## src/rtl/mem_access_stage.sv

```systemverilog
// RV32I memory-access stage: load/store over a req/ack data bus, registered writeback.
// Optional MISALIGN_TRAP_EN reports misaligned H/W accesses instead of issuing them.
module mem_access_stage #(
  parameter int DATA_LEN = 32,
  parameter int ADDR_LEN = 5
) (
  input  logic                clk,
  input  logic                rst,
  input  logic                in_valid,
  output logic                in_ready,
  input  logic [DATA_LEN-1:0] in_alu_out,
  input  logic [DATA_LEN-1:0] in_rs2_data,
  input  logic [2:0]          in_funct3,
  input  logic                in_mem_ren,
  input  logic                in_mem_wen,
  input  logic [ADDR_LEN-1:0] in_rd_addr,
  input  logic                in_rd_wen,
  output logic                dmem_req,
  output logic                dmem_we,
  output logic [DATA_LEN-1:0] dmem_addr,
  output logic [DATA_LEN-1:0] dmem_wdata,
  output logic [3:0]          dmem_be,
  input  logic                dmem_ack,
  input  logic [DATA_LEN-1:0] dmem_rdata,
  output logic                out_valid,
  output logic [ADDR_LEN-1:0] out_rd_addr,
  output logic                out_rd_wen,
  output logic [DATA_LEN-1:0] out_wb_data,
  output logic                out_exc,
  output logic [DATA_LEN-1:0] out_exc_addr
);

  localparam logic [0:0] IDLE = 1'b0;
  localparam logic [0:0] BUSY = 1'b1;

  logic [0:0]          state_q, state_d;
  logic [DATA_LEN-1:0] addr_q;
  logic [DATA_LEN-1:0] sdata_q;
  logic [2:0]          f3_q;
  logic                we_q;
  logic [ADDR_LEN-1:0] rd_q;
  logic                rdwen_q;

  logic                out_valid_q;
  logic [ADDR_LEN-1:0] out_rd_q;
  logic                out_rdwen_q;
  logic [DATA_LEN-1:0] out_wb_q;

  logic busy, fire, is_mem, mis, ack;
  logic [1:0] a;

  assign busy     = (state_q == BUSY);
  assign in_ready = (state_q == IDLE);
  assign fire     = in_valid && in_ready;
  assign is_mem   = in_mem_ren || in_mem_wen;
  assign ack      = busy && dmem_ack;
  assign a        = addr_q[1:0];

`ifdef MISALIGN_TRAP_EN
  assign mis = is_mem &&
    (((in_funct3[1:0] == 2'b01) && in_alu_out[0]) ||
     ((in_funct3[1:0] == 2'b10) && (in_alu_out[1:0] != 2'b00)));
`else
  assign mis = 1'b0;
`endif

  always_comb begin
    state_d = state_q;
    if (fire && is_mem && !mis) state_d = BUSY;
    else if (ack)               state_d = IDLE;
  end

  // Store lanes derive from the latched address so they stay stable all of BUSY.
  logic [3:0]          be;
  logic [DATA_LEN-1:0] wd;
  always_comb begin
    be = 4'hF;
    wd = sdata_q;
    if (we_q) begin
      unique case (f3_q[1:0])
        2'b00: begin
          be = 4'b0001 << a;
          wd = {4{sdata_q[7:0]}};
        end
        2'b01: begin
          be = a[1] ? 4'b1100 : 4'b0011;
          wd = {2{sdata_q[15:0]}};
        end
        default: ;
      endcase
    end
  end

  assign dmem_req   = busy;
  assign dmem_we    = busy && we_q;
  assign dmem_addr  = busy ? {addr_q[DATA_LEN-1:2], 2'b00} : '0;
  assign dmem_be    = busy ? be : 4'h0;
  assign dmem_wdata = busy ? wd : '0;

  logic [DATA_LEN-1:0] sh_b, sh_h, ld;
  assign sh_b = dmem_rdata >> {a, 3'b000};
  assign sh_h = dmem_rdata >> {a[1], 4'b0000};

  always_comb begin
    unique case (f3_q)
      3'b000:  ld = {{(DATA_LEN-8){sh_b[7]}}, sh_b[7:0]};
      3'b100:  ld = {{(DATA_LEN-8){1'b0}}, sh_b[7:0]};
      3'b001:  ld = {{(DATA_LEN-16){sh_h[15]}}, sh_h[15:0]};
      3'b101:  ld = {{(DATA_LEN-16){1'b0}}, sh_h[15:0]};
      default: ld = dmem_rdata;
    endcase
  end

  always_ff @(posedge clk or posedge rst) begin
    if (rst) begin
      state_q <= IDLE;
      addr_q  <= '0;
      sdata_q <= '0;
      f3_q    <= '0;
      we_q    <= 1'b0;
      rd_q    <= '0;
      rdwen_q <= 1'b0;
    end else begin
      state_q <= state_d;
      if (fire && is_mem && !mis) begin
        addr_q  <= in_alu_out;
        sdata_q <= in_rs2_data;
        f3_q    <= in_funct3;
        we_q    <= in_mem_wen;
        rd_q    <= in_rd_addr;
        rdwen_q <= in_rd_wen && !in_mem_wen;
      end
    end
  end

  always_ff @(posedge clk or posedge rst) begin
    if (rst) begin
      out_valid_q <= 1'b0;
      out_rd_q    <= '0;
      out_rdwen_q <= 1'b0;
      out_wb_q    <= '0;
    end else begin
      out_valid_q <= 1'b0;
      if (fire && !is_mem) begin
        out_valid_q <= 1'b1;
        out_rd_q    <= in_rd_addr;
        out_rdwen_q <= in_rd_wen;
        out_wb_q    <= in_alu_out;
      end else if (fire && mis) begin
        out_valid_q <= 1'b1;
        out_rd_q    <= in_rd_addr;
        out_rdwen_q <= 1'b0;
      end else if (ack) begin
        out_valid_q <= 1'b1;
        out_rd_q    <= rd_q;
        out_rdwen_q <= rdwen_q;
        if (!we_q) out_wb_q <= ld;
      end
    end
  end

`ifdef MISALIGN_TRAP_EN
  logic                exc_q;
  logic [DATA_LEN-1:0] exc_addr_q;
  always_ff @(posedge clk or posedge rst) begin
    if (rst) begin
      exc_q      <= 1'b0;
      exc_addr_q <= '0;
    end else if ((fire && (!is_mem || mis)) || ack) begin
      exc_q      <= fire && mis;
      exc_addr_q <= (fire && mis) ? in_alu_out : '0;
    end
  end
  assign out_exc      = exc_q;
  assign out_exc_addr = exc_addr_q;
`else
  assign out_exc      = 1'b0;
  assign out_exc_addr = '0;
`endif

  assign out_valid   = out_valid_q;
  assign out_rd_addr = out_rd_q;
  assign out_rd_wen  = out_rdwen_q;
  assign out_wb_data = out_wb_q;

endmodule
```

## config.mk

```make
export PLATFORM = sky130hd
export DESIGN_NAME = mem_access_stage
export DESIGN_NICKNAME = d
export VERILOG_FILES = /design/src/rtl/mem_access_stage.sv
export SDC_FILE = /design/constraint.sdc
export NUM_CORES = 1
export LEC_CHECK = 0
export ABC_AREA = 1
export CAP_MARGIN = 0
export CORE_ASPECT_RATIO = 0.5
export CORE_MARGIN = 1
export CORE_UTILIZATION = 30
export DETAILED_ROUTE_END_ITERATION = 10
export RECOVER_POWER = 25
export SKIP_CTS_REPAIR_TIMING = 1
export SYNTH_ARGS = -nofsm -noshare
export SYNTH_HDL_FRONTEND = slang
export SYNTH_SLANG_ARGS = --single-unit
export TNS_END_PERCENT = 50
```

## constraint.sdc

```tcl
create_clock -name clk -period 7.7 [get_ports clk]
set_input_delay 1.54 -clock clk [delete_from_list [all_inputs] [get_ports clk]]
set_output_delay 1.54 -clock clk [all_outputs]
set_load 0.02 [all_outputs]
```

==> results of run 1 <==
## worst max-delay path, stage by stage
cell,delay (ns)
dlygate4sd3_1,0.57
nand2_1,0.14
nor2_4,0.11
clkbuf_1,2.54
inv_2,-0.06
buf_4,0.46
nand2_1,0.14
o21ai_0,0.09
## kinds of logic (layout without fill, tap and decap cells)
family | count (synthesis) | in the layout | synth area share, %
AOI/OAI and AO/OA | 116 | 116 | 9.662
buffers and inverters | 184 | 356 | 13.96
and+or+nand+nor | 501 | 501 | 31.72
DFF | 114 | 114 | 44.59
other | 1 | 35 | 0.05862
## final timing paths
path | to | from | cells after the start | slack [ns]
setup reg to reg | rd_q[4]$_DFFE_PP0P_ | dmem_req$_DFFE_PP0P_ | 8 | 3.05
hold reg to reg | addr_q[17]$_DFFE_PP0P_ | addr_q[17]$_DFFE_PP0P_ | 2 | 0.47
max in group asynchronous | dmem_req$_DFFE_PP0P_ | rst | 3 | 3.52
hold / removal | addr_q[17]$_DFFE_PP0P_ | addr_q[17]$_DFFE_PP0P_ | 2 | 0.47
min in group asynchronous | addr_q[11]$_DFFE_PP0P_ | rst | 2 | 2.45
setup / recovery | rd_q[4]$_DFFE_PP0P_ | in_valid | 8 | 2.35
## metal layers
metal / global-route usage [%] / part of all wire, % / vias up
met3: 4.291 / 4.7 / 13
met4: 4.180 / 0.65 / 0
met5: 0 / 0 / -
met1: 26.82 / 46 / 2994
met2: 34.23 / 49 / 204
li1: - / - / 3155
## per-stage QoR
stage | utilization, % | worst slack [ns]
2_1_floorplan | - | 3.144
3_3_place_gp | 41.34 | 3.434
3_5_place_dp | 41.34 | 3.292
4_1_cts | 44.38 | 3.113
5_1_grt | 44.33 | 1.838
6_report | 44.33 | 2.353
## cell type report
type | count | area [um2]
inverter | 102 | 386.6
tap | 273 | 341.6
sequential | 114 | 2854
timing repair buffer | 222 | 2208
fill | 2090 | 11550
multi-input combinational | 652 | 2774
clock inverter | 10 | 155.1
clock buffer | 22 | 474.2
## cells in the mapped netlist
| cell type | n |
|---|---|
| a31oi_1 | 5 |
| a21oi_1 | 40 |
| nand3_2 | 1 |
| o22ai_1 | 1 |
| inv_1 | 96 |
| inv_2 | 5 |
| conb_1 | 1 |
| nor2_1 | 10 |
| inv_4 | 1 |
| clkbuf_1 | 6 |
| buf_1 | 4 |
| nand2_1 | 411 |
| nand2_2 | 5 |
| o21ai_1 | 16 |
| o21bai_1 | 2 |
| buf_2 | 28 |
| nor2_2 | 1 |
| nor3_2 | 1 |
| dfrtp_1 | 114 |
| o211ai_1 | 10 |
| o21ai_0 | 42 |
| nor2_4 | 4 |
| nand4_1 | 5 |
| nand3_1 | 63 |
| buf_4 | 44 |
## power by group through the flow
stage          sequential, uW  clock, uW  combinational, uW
3_3_place_gp              915          0               1060
6_report                  912        845               1060
5_1_grt                   936        894               1160
3_5_place_dp              916          0               1070
2_1_floorplan             984          0                515
4_1_cts                   912        865               1080
## sequential cells by signal, indices dropped and copies added, names as in the netlist
register / flops
f3_q: 3
sdata_q: 32
we_q: 1
dmem_req: 1
out_valid: 1
rdwen_q: 1
out_rd_addr: 5
addr_q: 32
out_rd_wen: 1
rd_q: 5
out_wb_data: 32
==> results.md, run 1 <==
- Status: finished with violations
- Failing checks: capacitance limit, slew limit
- Post-synthesis register bit count: 114
- Share of Yosys cell area claimed by the top area cell type: 44.59%
- CTS max path bufs: 2
- DP Area: ~0.0086 mm2
- Gpl congestion: 0.8673
- Crit path time final: between 5 and 6 ns
- Layout area overhead: 43.71%
- Final Slew Violations: approximately 200
- Largest cells by area after synthesis: dfrtp_1 (45%), nand2_1 (24%), inv_1 (5.6%)
- Row Count: 37
- GR Overflow Total: 0
- Vias in the first global route: between 6,000 and 7,000
- Reg clk slew, reported paths: 0.05 ns
- Max FO, Critical Path: between 80 and 90
- Post-route cell area: ~0.009 mm2
- Max Clk Rate: ~190 MHz
- Clk Latency, worst-skew pair: about 0.42 ns
- Final period utilization: roughly 69%
- Hpwl dp: 15.32 mm
- Post-Syn Area: roughly 0.0064 mm2
- Clock power share: between 30% and 40%
- Fin Setup TNS: 0 ns
- Post-Synthesis Cells: between 900 and 1,000
- Starting Density: a little under a third
- Avg Inst Size Synth: ~7 um2
- Sw Pwr: 1031 uW
- Total clock sinks: 114
- Placeable Area: between 0.02 and 0.025 mm2
- DRT iter0 DRCs: around 340
- Initial antenna violation count: 0
- CTS Buf Count: 17
- Comb pwr share: 37.6%
- Initial DRT Pass Iterations: 5
- Total Routing Usage GR: 20.29%
- First-pass GRT wire length: between 30 and 40 mm
- Unrepaired setup endpoints after global routing: false
- PortBufs: between 200 and 250
- Seq pwr share: 32.4%
- Die area: roughly 0.022 mm2
- Critical Path RT: around 8.0 ns
- Antenna Nets Post-Route: 0
- ANT cells: 0
- H-tree levels: 4
- # DRC: 0
- Critical Path End Type: register
- Vias: 6,366
- Routed WL: around 21 mm
- Inst Count DP: 1,363
- Die H: around 110 um
- Critical Path Start Type: primary input
- Cell Count, Final, Fillers Out: roughly 1,400
- Largest net degree at the start of global routing: 82
- Worst path arrival time: between 5 and 6 ns
- Die width: 208.5 um
- Max-cap violations: 3
- Slew HR: -142.6%
- Crit Path Class: primary input to register
- Final Power: between 2000 and 3000 uW
- Maximum VDD drop: between 0.15 and 0.2 mV
- Final setup vio count: 0
- CTS tree: yes
- Clock skew: roughly 0.0072 ns
- Warning count from the yosys run: 0
- Buffer type at the clock tree root: clkbuf_16
- Unique masters post-synth: 25
- Cell taking the most area after synthesis: dfrtp_1
- Worst Hold Class: register to register
- Register area share after synthesis: between 40% and 50%
- Pleak: around 0.005 uW
- Net Sw Frac: a little over a third
- Worst Hold Margin: 0.4678 ns
- Share of cells above drive strength 1: roughly 4.5%
- Int Pwr: approximately 1800 uW
- Hold Violations, Final: 0
- Worst Max-Slew Pin Slew: approximately 3.6 ns
- Wirelength per Cell: 15.38 um
- Pwr/cell area: ~300 mW/mm2
- # nets final: 1,220
- Commonest cells after routing, fill and taps aside: nand2_1 (413), clkdlybuf4s50_1 (203), dfrtp_1 (113), inv_1 (95), nand3_1 (63)
- Boundary pin count: between 200 and 300
- Number of vias per cell: roughly 4.6
- Commonest non-fill, non-tap cell in the layout: nand2_1
Note: power is estimated with default switching activity, not from simulation.
==> inputs of run 2 (changes only) <==
==> constraint.sdc (replaced) <==
create_clock -name clk -period 5.2 [get_ports clk]
set_input_delay 1.04 -clock clk [delete_from_list [all_inputs] [get_ports clk]]
set_output_delay 1.04 -clock clk [all_outputs]
set_load 0.02 [all_outputs]
==> results.md, run 2 (synthesis gave the netlist of run 1 again) <==
- Worst Hold Class: register to register (unchanged)
- First-pass GRT wire length: 33.57 mm (was 34.53 mm)
- Max FO, Critical Path: 22 (was 81)
- Clock skew: 0.006359 ns (was 0.007197 ns)
- Critical Path RT: 4.16 ns (was 7.95 ns)
- Worst reg2reg path depth: 8 (unchanged)
- Gpl congestion: 0.8799 (was 0.8673)
- Buffer type at the clock tree root: clkbuf_16 (unchanged)
- DR top layer: met4 (unchanged)
- Die H: 105.3 um (unchanged)
- Vias in the first global route: 6,048 (was 6,191)
- Number of vias per cell: 4.591 (was 4.563)
- Pleak: 0.004838 uW (was 0.004874 uW)
- Routed WL: 21.52 mm (was 21.45 mm)
- Hold Violations, Final: 0 (unchanged)
- Wirelength per Cell: 15.40 um (was 15.38 um)
- Final period utilization: 77.31%
- Status: finished, final reports clean (was finished with violations)
- Maximum VDD drop: 0.2564 mV (was 0.1524 mV)
- Row Count: 37 (unchanged)
- Commonest cells after routing, fill and taps aside: nand2_1 (411), clkdlybuf4s50_1 (217), dfrtp_1 (113), inv_1 (95), nand3_1 (63) (was nand2_1 (413), clkdlybuf4s50_1 (203), dfrtp_1 (113), inv_1 (95), nand3_1 (63))
- WL met3: 1.157 mm (was 1.004 mm)
- Hold path depth: 2 (unchanged)
- Boundary pin count: 254 (unchanged)
- Met2 Wirelength: 10.41 mm (was 10.52 mm)
- Crit path time final: 4.020 ns
- Placeable Area: 0.02074 mm2 (unchanged)
- Critical Path End Type: primary output (was register)
- Total clock sinks: 114 (unchanged)
- Worst path arrival time: 2.98 ns (was 5.60 ns)
- Crit Path Class: register to primary output (was primary input to register)
- Reg clk slew, reported paths: 0.06 ns (was 0.05 ns)
- Die area: 0.02195 mm2 (unchanged)
- Share of cells above drive strength 1: 5.160% (was 4.545%)
- Fillcell total: 2,137 (was 2,090)
- PortBufs: 218 (unchanged)
- H-tree levels: 4 (unchanged)
- Int Pwr: 2525 uW (was 1784 uW)
- GR Overflow Total: 0 (unchanged)
- Die width: 208.5 um (unchanged)
- Net Sw Frac: 38.42% (was 36.62%)
- Initial DRT Pass Iterations: 4 (was 5)
- Final setup vio count: 0 (unchanged)
- Vias: 6,414 (was 6,366)
- DRT iter0 DRCs: 269 (was 337)
- Unrepaired setup endpoints after global routing: false (unchanged)
- Largest net degree at the start of global routing: 108 (was 82)
- Pwr/cell area: 446.4 mW/mm2 (was 306.3 mW/mm2)
- Commonest non-fill, non-tap cell in the layout: nand2_1 (unchanged)
- # nets final: 1,222 (was 1,220)
- Hpwl dp: 15.37 mm (was 15.32 mm)
- Comb pwr share: 38.3% (was 37.6%)
- # DRC: 0 (unchanged)
- CTS tree: yes (unchanged)
- CTS Buf Count: 17 (unchanged)
- Critical Path Start Type: register (was primary input)
- Seq pwr share: 33.1% (was 32.4%)
- Total Routing Usage GR: 19.78% (was 20.29%)
- Final Slew Violations: 0 (was 203)
- Layout area overhead: 43.59% (was 43.71%)
- Max Clk Rate: roughly 250 MHz
- Max-cap violations: 0 (was 3)
- Clk Latency, worst-skew pair: 0.42 ns (about the same)
- CTS max path bufs: 2 (unchanged)
- Sw Pwr: 1576 uW (was 1031 uW)
- Setup Slack @ Placement: 1.622 ns (was 3.292 ns)
- Antenna Nets Post-Route: 0 (unchanged)
- ANT cells: 0 (unchanged)
- Routed length on met1: 9.639 mm (was 9.795 mm)
- Fin Setup TNS: 0 ns (unchanged)
- Initial antenna violation count: 0 (unchanged)
- Worst Max-Slew Pin Slew: 0.8413 ns (was 3.640 ns)
- Starting Density: 30.85% (unchanged)
- Slew HR: 43.91% (was -142.6%)
- Clock power share: 28.6% (was 30.0%)
- Final Worst Setup Slack: 1.180 ns (was 2.353 ns)
==> run 2: cell types whose count changed in the layout (fill, tap and decap cells not counted), moves of 2 or more <==
cell,delta
clkdlybuf4s50_1,+14
dlygate4sd3_1,-14
clkbuf_1,-3
clkbuf_8,-3
clkinv_4,+3
clkinvlp_4,+3
inv_6,+3
buf_4,+2
bufinv_16,-2
clkinv_2,-2
nand2_1,-2
nand2_2,+2
==> run 2: worst paths after layout <==
kind	to	slack, ns	start
max	dmem_wdata[15]	1.18	f3_q[1]$_DFFE_PP0P_
min	addr_q[16]$_DFFE_PP0P_	0.47	addr_q[16]$_DFFE_PP0P_
max reg2reg	out_wb_data[15]$_DFFE_PP0P_	2.53	dmem_req$_DFFE_PP0P_
min reg2reg	addr_q[16]$_DFFE_PP0P_	0.47	addr_q[16]$_DFFE_PP0P_
max in group asynchronous	dmem_req$_DFFE_PP0P_	3.23	rst
min in group asynchronous	addr_q[11]$_DFFE_PP0P_	1.05	rst
==> run 2: power by group through the flow <==
| stage | registers, uW | logic (uW) | clock network, uW |
|---|---|---|---|
| floorplan | 1460 | 763 | 0 |
| global placement | 1360 | 1570 | 0 |
| detailed placement | 1360 | 1580 | 0 |
| CTS | 1360 | 1590 | 1200 |
| global route | 1390 | 1710 | 1240 |
| finish | 1360 | 1570 | 1170 |
==> run 2: layout make-up <==
type / count / area [um2] / area share, %
clock buffer: 17 / 425.4 / 4.631
clock inverter: 15 / 160.2 / 1.743
inverter: 102 / 386.6 / 4.209
multi-input combinational: 652 / 2779 / 30.25
sequential: 114 / 2854 / 31.07
tap: 273 / 341.6 / 3.718
timing repair buffer: 224 / 2240 / 24.38
==> run 2: layer usage <==
layer	up-vias	GRT usage, %
li1	3156	-
met1	3052	25.52
met2	186	32.90
met3	20	4.887
met4	0	5.608
met5	-	0
==> run 2: per-stage QoR <==
| stage | utilization (%) | instance area, um2 | total power, uW | instances | hold WS [ns] |
|---|---|---|---|---|---|
| floorplan | - | 6525 | 2220 | 950 | 0.4367 |
| global placement | 41.48 | 8602 | 2931 | 1365 | 0.4503 |
| detailed placement | 41.48 | 8602 | 2944 | 1365 | 0.4586 |
| CTS | 44.30 | 9188 | 4139 | 1397 | 0.4729 |
| global route | 44.29 | 9186 | 4344 | 1397 | 0.4886 |
| finish | 44.29 | 9186 | 4101 | 1397 | 0.4697 |
==> run 2: critical path, cell delays in order (launching register included) <==
cell and delay [ns]:
dfrtp_1 0.80, nor2_4 0.23, inv_2 0.30, nor2_4 0.07
inv_1 0.25, o21ai_1 0.12, a21oi_1 0.17, clkdlybuf4s50_1 0.62
